===== config.mk =====
export PLATFORM = sky130hd
export DESIGN_NAME = rv16_mul_unit
export DESIGN_NICKNAME = d
export VERILOG_FILES = /design/src/rtl/rv16_pkg.sv /design/src/rtl/rv16_mul_unit.sv
export SDC_FILE = /design/constraint.sdc
export NUM_CORES = 1
export LEC_CHECK = 0
export ABC_AREA = 0
export BUFFER_PORTS_ARGS = -buffer_cell sky130_fd_sc_hd__clkbuf_2
export CORE_AREA = 5 5 132 134
export DETAILED_ROUTE_END_ITERATION = 16
export DIE_AREA = 0 0 137 139
export PLACE_DENSITY_LB_ADDON = 0.25
export SYNTH_ARGS = -nofsm -noshare
export SYNTH_HDL_FRONTEND = slang
export SYNTH_SLANG_ARGS = --single-unit

===== constraint.sdc =====
create_clock -name clk -period 2.97 [get_ports clk]
set_input_delay 0 -clock clk [delete_from_list [all_inputs] [get_ports clk]]
set_output_delay 0 -clock clk [all_outputs]
set_load 0.01 [all_outputs]

===== src/rtl/rv16_pkg.sv =====
// rv16 shared package: execute-stage widths and multiply-unit state encoding.
// Imported by the M-extension datapath blocks.
package rv16_pkg;

    localparam int DATA_W = 16;

    localparam int MUL_CNT_W = $clog2(DATA_W);

    typedef enum logic [1:0] {
        IDLE = 2'd0,
        RUN  = 2'd1,
        NEG  = 2'd2
    } mul_state_t;

endpackage


===== src/rtl/rv16_mul_unit.sv =====
// rv16 sequential radix-2 shift-add multiplier.
// Full 2*DATA product, fixed DATA+1 cycle latency, start/busy/done handshake.
module rv16_mul_unit
    import rv16_pkg::*;
#(
    parameter int DATA = DATA_W
) (
    input  logic            clk,
    input  logic            rst_n,
    input  logic            start,
    input  logic            mul_signed,
    input  logic [DATA-1:0] rs1_mul_in,
    input  logic [DATA-1:0] rs2_mul_in,
    output logic            busy,
    output logic            done,
    output logic [DATA-1:0] rd_mul_lo,
    output logic [DATA-1:0] rd_mul_hi
);

    localparam logic [MUL_CNT_W-1:0] CNT_LAST = MUL_CNT_W'(DATA - 1);

    mul_state_t           state;
    logic [MUL_CNT_W-1:0] count;
    logic [DATA-1:0]      mcand;
    logic [DATA-1:0]      mlier;
    logic [DATA-1:0]      acc;
    logic                 neg;

    logic [DATA-1:0]      rs1_abs;
    logic [DATA-1:0]      rs2_abs;
    logic                 neg_in;
    logic [DATA:0]        sum;
    logic [2*DATA-1:0]    prod;
    logic [2*DATA-1:0]    prod_fin;

    // Operand magnitudes and sign, plus one add step with carry and final fix-up
    always_comb begin
        rs1_abs  = rs1_mul_in;
        rs2_abs  = rs2_mul_in;
        neg_in   = 1'b0;
        if (mul_signed) begin
            rs1_abs = rs1_mul_in[DATA-1] ? -rs1_mul_in : rs1_mul_in;
            rs2_abs = rs2_mul_in[DATA-1] ? -rs2_mul_in : rs2_mul_in;
            neg_in  = rs1_mul_in[DATA-1] ^ rs2_mul_in[DATA-1];
        end
        sum      = {1'b0, acc} + (mlier[0] ? {1'b0, mcand} : '0);
        prod     = {acc, mlier};
        prod_fin = neg ? -prod : prod;
    end

    assign busy = (state != IDLE);

    // Control FSM and datapath registers
    always_ff @(posedge clk or negedge rst_n) begin
        if (!rst_n) begin
            state     <= IDLE;
            count     <= '0;
            mcand     <= '0;
            mlier     <= '0;
            acc       <= '0;
            neg       <= 1'b0;
            done      <= 1'b0;
            rd_mul_lo <= '0;
            rd_mul_hi <= '0;
        end else begin
            done <= 1'b0;
            case (state)
                IDLE: begin
                    if (start) begin
                        mcand <= rs1_abs;
                        mlier <= rs2_abs;
                        neg   <= neg_in;
                        acc   <= '0;
                        count <= '0;
                        state <= RUN;
                    end
                end
                RUN: begin
                    acc   <= sum[DATA:1];
                    mlier <= {sum[0], mlier[DATA-1:1]};
                    count <= count + 1'b1;
                    if (count == CNT_LAST) begin
                        state <= NEG;
                    end
                end
                NEG: begin
                    rd_mul_lo <= prod_fin[DATA-1:0];
                    rd_mul_hi <= prod_fin[2*DATA-1:DATA];
                    done      <= 1'b1;
                    state     <= IDLE;
                end
                default: begin
                    state <= IDLE;
                end
            endcase
        end
    end

endmodule


==> results of run 1 <==
power breakdown:
| group | leakage, nW | total [mW] | internal [mW] | switching [mW] |
|---|---|---|---|---|
| Combinational | 1.63 | 3.10 | 1.35 | 1.75 |
| Clock | 0.169 | 1.31 | 0.842 | 0.473 |
| Sequential | 1.06 | 2.44 | 1.76 | 0.678 |
layer usage:
| metal | vias to the layer above | global-route usage [%] | share of wire, % |
|---|---|---|---|
| met5 | - | 0 | 0 |
| met4 | 0 | 4.83 | 1.3 |
| met3 | 9 | 2.32 | 3.5 |
| met2 | 93 | 23.3 | 45 |
| met1 | 2215 | 22.5 | 50 |
| li1 | 2360 | - | - |
flip-flops by register name (all words and copies together), names as in the netlist:
register   cells
mcand         16
done           1
rd_mul_lo     16
state          2
acc           16
neg            1
rd_mul_hi     16
count          4
mlier         16
metrics by stage:
step	hold slack [ns]	power (mW)	area [um2]	setup WS, ns
6_report	-0.00568	6.86	6550	0.440
5_1_grt	0.0227	7.48	6550	0.221
4_1_cts	0.000865	6.94	6550	0.435
3_5_place_dp	0.281	5.59	6090	0.462
3_3_place_gp	0.275	5.46	6090	0.554
2_1_floorplan	-0.296	4.51	5500	0.395
repair_timing:
action | 4_1_cts | 5_1_grt
hold buffers | 12 | 0
hold endpoints to repair | 98 | 0
setup endpoints to repair | 0 | 0
area by class of cell:
type                    instances  share of cell area, %
multi-input cells             485                   47.8
flip-flops and latches         88                   33.6
repair buffers                 92                   8.40
well taps                     220                   4.20
clock buffers                  10                   3.65
clock inverters                 5                   1.58
inverters                      14                  0.802
kinds of logic after synthesis:
family	count (synthesis)	share of synthesized area (%)
flops	88	40.0
fa+ha+maj	21	4.91
xor+xnor	64	10.2
mux	3	0.546
buf+inv	46	3.14
compound gates	184	21.6
simple gates	213	19.6
synthesized netlist by cell type, drive strengths merged, types with 4 or more instances:
cell,count
nor2b,4
nand2b,6
nand4,5
nor3,12
xnor2,18
and3,7
o41ai,7
or3,5
a31oi,5
buf,5
a22oi,11
a21oi,21
o21ai,87
o31ai,21
nand2,94
o21a,6
xor2,46
nand3,22
ha,20
dfrtp,88
inv,14
and2,22
nor2,21
o211ai,4
nor4,8
clkbuf,27
layout by cell type, fill, tap and decap left out, types with 3 or more instances in the layout:
cell type,count
xnor2_1,18
nor3_1,12
buf_4,12
nand4_1,3
nor2b_1,4
nand2_1,94
and3_1,7
a21oi_1,21
o211ai_1,4
a221oi_1,3
or3_1,5
bufinv_16,3
ha_1,20
a211oi_1,3
o21a_1,6
nor2_1,21
o21ai_1,17
o41ai_2,5
o31ai_1,19
nand3_1,22
mux2i_1,3
xor2_1,46
dlygate4sd3_1,12
clkbuf_16,9
and2_1,22
o21bai_1,3
clkbuf_2,68
nand2b_1,5
a22oi_1,11
a31oi_1,5
dfrtp_1,88
inv_1,14
o21ai_0,69
nor4_1,5
worst reg2reg max path: stages, from the launching register on:
cell and delay, ns:
dfrtp_1 0.44, and2_1 0.16, ha_1 0.19, inv_1 0.07, fa_1 0.40, nor2b_1 0.18, o2111ai_1 0.17, a31oi_1 0.39
nor4_1 0.09, or3_1 0.32
worst paths after layout:
path | slack [ns] | start | to
max | 0.44 | mlier[0] | acc[13]
min | -0.006 | rs1_mul_in[10] | mcand[10]
max reg2reg | 0.44 | mlier[0] | acc[13]
min reg2reg | 0.47 | mcand[15] | mcand[15]
max in group asynchronous | 1.87 | rst_n | rd_mul_hi[10]
min in group asynchronous | 0.38 | rst_n | mlier[12]
==> summary.txt, run 1 <==
Clocking
  • Clk_lat worst skew: 0.34 ns
  • Clk sinks: 88
  • CTS Buf Count: 9
  • Worst-path clk slew: 0.06 ns
  • Setup bufs post-CTS: 0
  • CTS tree: yes
  • H-tree depth: 3
  • CTS root buffer: clkbuf_16
  • Post-cts gate resize count: 0
  • Longest Clk Path Bufs: 2

Timing
  • Final hold slack: -0.00568 ns
  • Worst slew pin tran: 1.09 ns
  • Final Skew: 0.00662 ns
  • Fin. Hold Viols: 1
  • Final min period: 2.53 ns
  • Fin. max-slew vios: 0
  • RSZ-0062 raised after global routing: no
  • Max transition margin: 27.3%
  • FMAX: 395 MHz
  • Setup TNS: 0 ns
  • Tcrit/Tclk final: 85.2%
  • # setup viols final: 0

Floorplanning
  • Core Footprint: 0.0162 mm2
  • Io pins: 70
  • Die width: 137 um
  • Die ar.: 0.0190 mm2
  • Starting utilization of the core area: 34.0%
  • Die H: 139 um
  • Row cnt: 47

Synth
  • Asr flop ratio synth: 100%
  • Syn nets: 676
  • Register area share after synthesis: 40.0%
  • Mapped Area: 0.00550 mm2
  • Synth top area cells: dfrtp_1 (40%), xor2_1 (7.3%), nand2_1 (6.4%)
  • Post-synth cell types: 53
  • Ys flop type: dfrtp_1
  • Cells after Synth: 619
  • Seq cells post-synth: 88
  • Yosys top cell area share: 40.0%
  • Synthesis Warnings: 0
  • Post-synth top area cell: dfrtp_1
  • Number of synthesized flops with an enable pin: 0
  • Mean post-synth cell area: 8.89 um2

GRT
  • Largest net degree at the start of global routing: 89
  • Initial antenna violation count: 0
  • GRT overflow: 0
  • GRT Total Usage: 15.4%
  • First-pass GRT wire length: 23.6 mm
  • Vias in the first global route: 4607

Layout
  • Filler instances: 1617
  • Non-Filler Instances: 914
  • Antenna diode count: 0
  • Layout cell share with drive strength beyond 1: 16.0%
  • Register area: 0.00220 mm2
  • Nets: 747
  • Synthesis-to-layout area growth: 19.1%
  • Area of the multi-input gates: 0.00313 mm2
  • Finished Core Util: 40.5%

Worst setup path
  • Critical Path RT: 3.19 ns
  • Top cell family by delay on the critical path: simple AND/OR/NAND/NOR gates
  • Slowest CP cell: dfrtp_1
  • CP bufs+invs: 1
  • Crit-path cells: and2_1 -> ha_1 -> inv_1 -> fa_1 -> nor2b_1 -> o2111ai_1 -> a31oi_1 -> nor4_1 -> or3_1
  • CP peak stage delay: 0.44 ns
  • Worst Path Max Fanout: 6
  • Crit. path cell count: 9
  • Worst EP arrival: 2.75 ns
  • CP Capture Type: register
  • Register-to-Register Path Depth: 9
  • Crit start category: register
  • CP Class: reg2reg

Pwr
  • Power Density: 1050 mW/mm2
  • Worst vdd ir: 0.428 mV
  • Pleak: 2.87 nW

Hold path
  • Min-delay worst type: in2reg
  • Hold path cells: 3

Routing
  • Via density: 5.12
  • Drt total wl: 14.1 mm
  • Iteration-0 DRC Markers: 325
  • Drt drc: 0
  • Final ANT Viol Nets: 0
  • First drt pass iteration count: 4
  • Via count: 4677
  • Post-DR wirelength/cell: 15.4 um

Job
  • Max Cap Viol: 0

Placed design
  • DP Wirelength: 10.7 mm
  • GPL Wtd Cong: 0.891
  • Placed cells: 887
  • I/O Buffers: 69

Outcome
  • Outcome: finished with violations
  • Failing checks: hold timing
(Power assumes the default switching activity.)
==> inputs of run 2 (changes only) <==
- CORE_AREA: 5 5 132 134 -> 5 5 184 97
- DIE_AREA: 0 0 137 139 -> 0 0 189 102
- HOLD_SLACK_MARGIN: not set -> 0.12
==> run 2 against run 1 <==
  * The run now ends clean
  * Wire length rose by 14%
  * Via count rose by 5.0%
  * Cell count rose by 2.6%
  * Largest cell class unchanged
==> summary.txt, run 2 (synthesis results as in run 1) <==
Floorplanning
  • Die width: 189 um (was 137 um)
  • Die ar.: 0.0193 mm2 (was 0.0190 mm2)
  • Core Footprint: 0.0161 mm2 (was 0.0162 mm2)
  • Starting utilization of the core area: 34.3% (was 34.0%)
  • Io pins: 70 (unchanged)
  • Row cnt: 33 (was 47)
  • Die H: 102 um (was 139 um)

Worst setup path
  • Crit-path cells: buf_4 -> and2_1 -> ha_1 -> nor2b_1 -> o2111ai_1 -> a31oi_1 -> o31a_1 -> or3_1 (was and2_1 -> ha_1 -> inv_1 -> fa_1 -> nor2b_1 -> o2111ai_1 -> a31oi_1 -> nor4_1 -> or3_1)
  • CP Capture Type: register (unchanged)
  • CP bufs+invs: 1 (unchanged)
  • Critical Path RT: 3.20 ns (was 3.19 ns)
  • Top cell family by delay on the critical path: compound AO/OA/AOI/OAI gates (was simple AND/OR/NAND/NOR gates)
  • CP Class: reg2reg (unchanged)
  • Slowest CP cell: dfrtp_1 (unchanged)
  • Worst EP arrival: 2.71 ns (was 2.75 ns)
  • CP peak stage delay: 0.37 ns (was 0.44 ns)
  • Crit start category: register (unchanged)
  • Worst Path Max Fanout: 19 (was 6)

Layout
  • Antenna diode count: 0 (unchanged)
  • Nets: 780 (was 747)
  • Filler instances: 1573 (was 1617)
  • Non-Filler Instances: 938 (was 914)
  • Synthesis-to-layout area growth: 24.1% (was 19.1%)
  • Layout cell share with drive strength beyond 1: 16.3% (was 16.0%)
  • Most frequent cells in the layout: nand2_1 (94), dfrtp_1 (88), o21ai_0 (69), clkbuf_2 (68), xor2_1 (46) (unchanged)
  • Most common cell after layout, fill and taps aside: nand2_1 (unchanged)

Clocking
  • CTS Buf Count: 9 (unchanged)
  • Clk sinks: 88 (unchanged)
  • Clk_lat worst skew: 0.35 ns (was 0.34 ns)
  • CTS root buffer: clkbuf_16 (unchanged)
  • Longest Clk Path Bufs: 2 (unchanged)
  • CTS tree: yes (unchanged)
  • Post-cts gate resize count: 0 (unchanged)
  • H-tree depth: 3 (unchanged)
  • Worst-path clk slew: 0.06 ns (about the same)

Timing
  • Fin. Hold Viols: 0 (was 1)
  • Max transition margin: 35.3% (was 27.3%)
  • Final min period: 2.48 ns (was 2.53 ns)
  • FMAX: 403 MHz (was 395 MHz)
  • Tcrit/Tclk final: 83.6% (was 85.2%)
  • Setup TNS: 0 ns (unchanged)
  • Final setup margin: 0.488 ns (was 0.440 ns)
  • RSZ-0062 raised after global routing: no (unchanged)
  • Final Skew: 0.00836 ns (was 0.00662 ns)
  • # setup viols final: 0 (unchanged)
  • Worst slew pin tran: 0.971 ns (was 1.09 ns)
  • Final hold slack: 0.163 ns (was -0.00568 ns)
  • Fin. max-slew vios: 0 (unchanged)

Placed design
  • I/O Buffers: 69 (unchanged)
  • Pre-CTS setup slack: 0.522 ns (was 0.462 ns)
  • GPL Wtd Cong: 0.900 (was 0.891)
  • Placed cells: 884 (was 887)
  • DP Wirelength: 12.3 mm (was 10.7 mm)

Hold path
  • Min-delay worst type: in2reg (unchanged)

GRT
  • Initial antenna violation count: 0 (unchanged)
  • Largest net degree at the start of global routing: 66 (was 89)
  • GRT overflow: 0 (unchanged)
  • Vias in the first global route: 4685 (was 4607)
  • GRT Total Usage: 17.1% (was 15.4%)
  • First-pass GRT wire length: 25.8 mm (was 23.6 mm)

Routing
  • Final ANT Viol Nets: 0 (unchanged)
  • Via count: 4913 (was 4677)
  • Iteration-0 DRC Markers: 311 (was 325)
  • Drt total wl: 16.1 mm (was 14.1 mm)
  • Drt drc: 0 (unchanged)
  • Post-DR wirelength/cell: 17.2 um (was 15.4 um)
  • First drt pass iteration count: 5 (was 4)
  • Via density: 5.24 (was 5.12)

Pwr
  • Pleak: 2.99 nW (was 2.87 nW)
  • Power Density: 1020 mW/mm2 (was 1050 mW/mm2)
  • Worst vdd ir: 0.371 mV (was 0.428 mV)

Outcome
  • Outcome: finished, final reports clean (was finished with violations)

Job
  • Max Cap Viol: 0 (unchanged)
-- run 2: cell types whose count changed in the layout (fill, tap and decap cells not counted), sizes merged --
cell,previous run,this run
buf,12,19
dlygate4sd3,12,38
clkinvlp,0,2
clkinv,1,2
bufinv,3,1
-- run 2: per-stage QoR --
step / util, % / power, mW / area (um2)
after detailed placement: 38.2 / 5.75 / 6140
after CTS: 42.5 / 6.99 / 6830
after global placement: 38.2 / 5.66 / 6140
after global routing: 42.5 / 7.55 / 6830
final: 42.5 / 6.98 / 6830
after floorplan: - / 4.51 / 5500
-- run 2: worst paths after layout --
check	startpoint	end	slack (ns)	cells after the start
worst max register to register	mlier[0]	acc[13]	0.49	8
worst min-delay path	start	count[2]	0.16	4
worst max-delay path	mlier[0]	acc[13]	0.49	8
min in group asynchronous	rst_n	rd_mul_lo[12]	0.30	2
max in group asynchronous	rst_n	rd_mul_hi[14]	1.93	3
worst min register to register	mcand[0]	mcand[0]	0.48	2
-- run 2: what timing repair did --
action | in CTS | in global routing
hold endpoints to repair | 96 | 0
hold buffers | 38 | 0
setup endpoints to repair | 0 | 0
setup buffers | 0 | 0
-- run 2: final cells by class --
cell class,instances,area (um2),share of cell area [%]
timing repair buffer,125,876,12.8
inverter,14,52.6,0.769
sequential,88,2200,32.2
clock inverter,6,67.6,0.989
multi-input combinational,485,3130,45.8
clock buffer,10,239,3.50
tap,210,263,3.85
-- run 2: per-layer routing --
metal / vias up / global-route usage, % / part of all wire, %
met2: 141 / 22.8 / 36
met1: 2334 / 27.0 / 56
met4: 0 / 2.85 / 0.57
met5: - / 0 / 0
met3: 10 / 5.05 / 6.7
li1: 2428 / - / -
-- run 2: power breakdown --
| group | internal, mW | switching, mW | total (mW) |
|---|---|---|---|
| Sequential | 1.77 | 0.656 | 2.42 |
| Clock | 0.678 | 0.501 | 1.18 |
| Combinational | 1.40 | 1.98 | 3.38 |
| Total | 3.85 | 3.14 | 6.98 |
-- run 2: worst register-to-register path: stages, from the launching register on --
cell       delay, ns
dfrtp_1         0.37
buf_4           0.19
and2_1          0.15
ha_1            0.32
nor2b_1         0.16
o2111ai_1       0.29
a31oi_1         0.25
o31a_1          0.30
or3_1           0.33
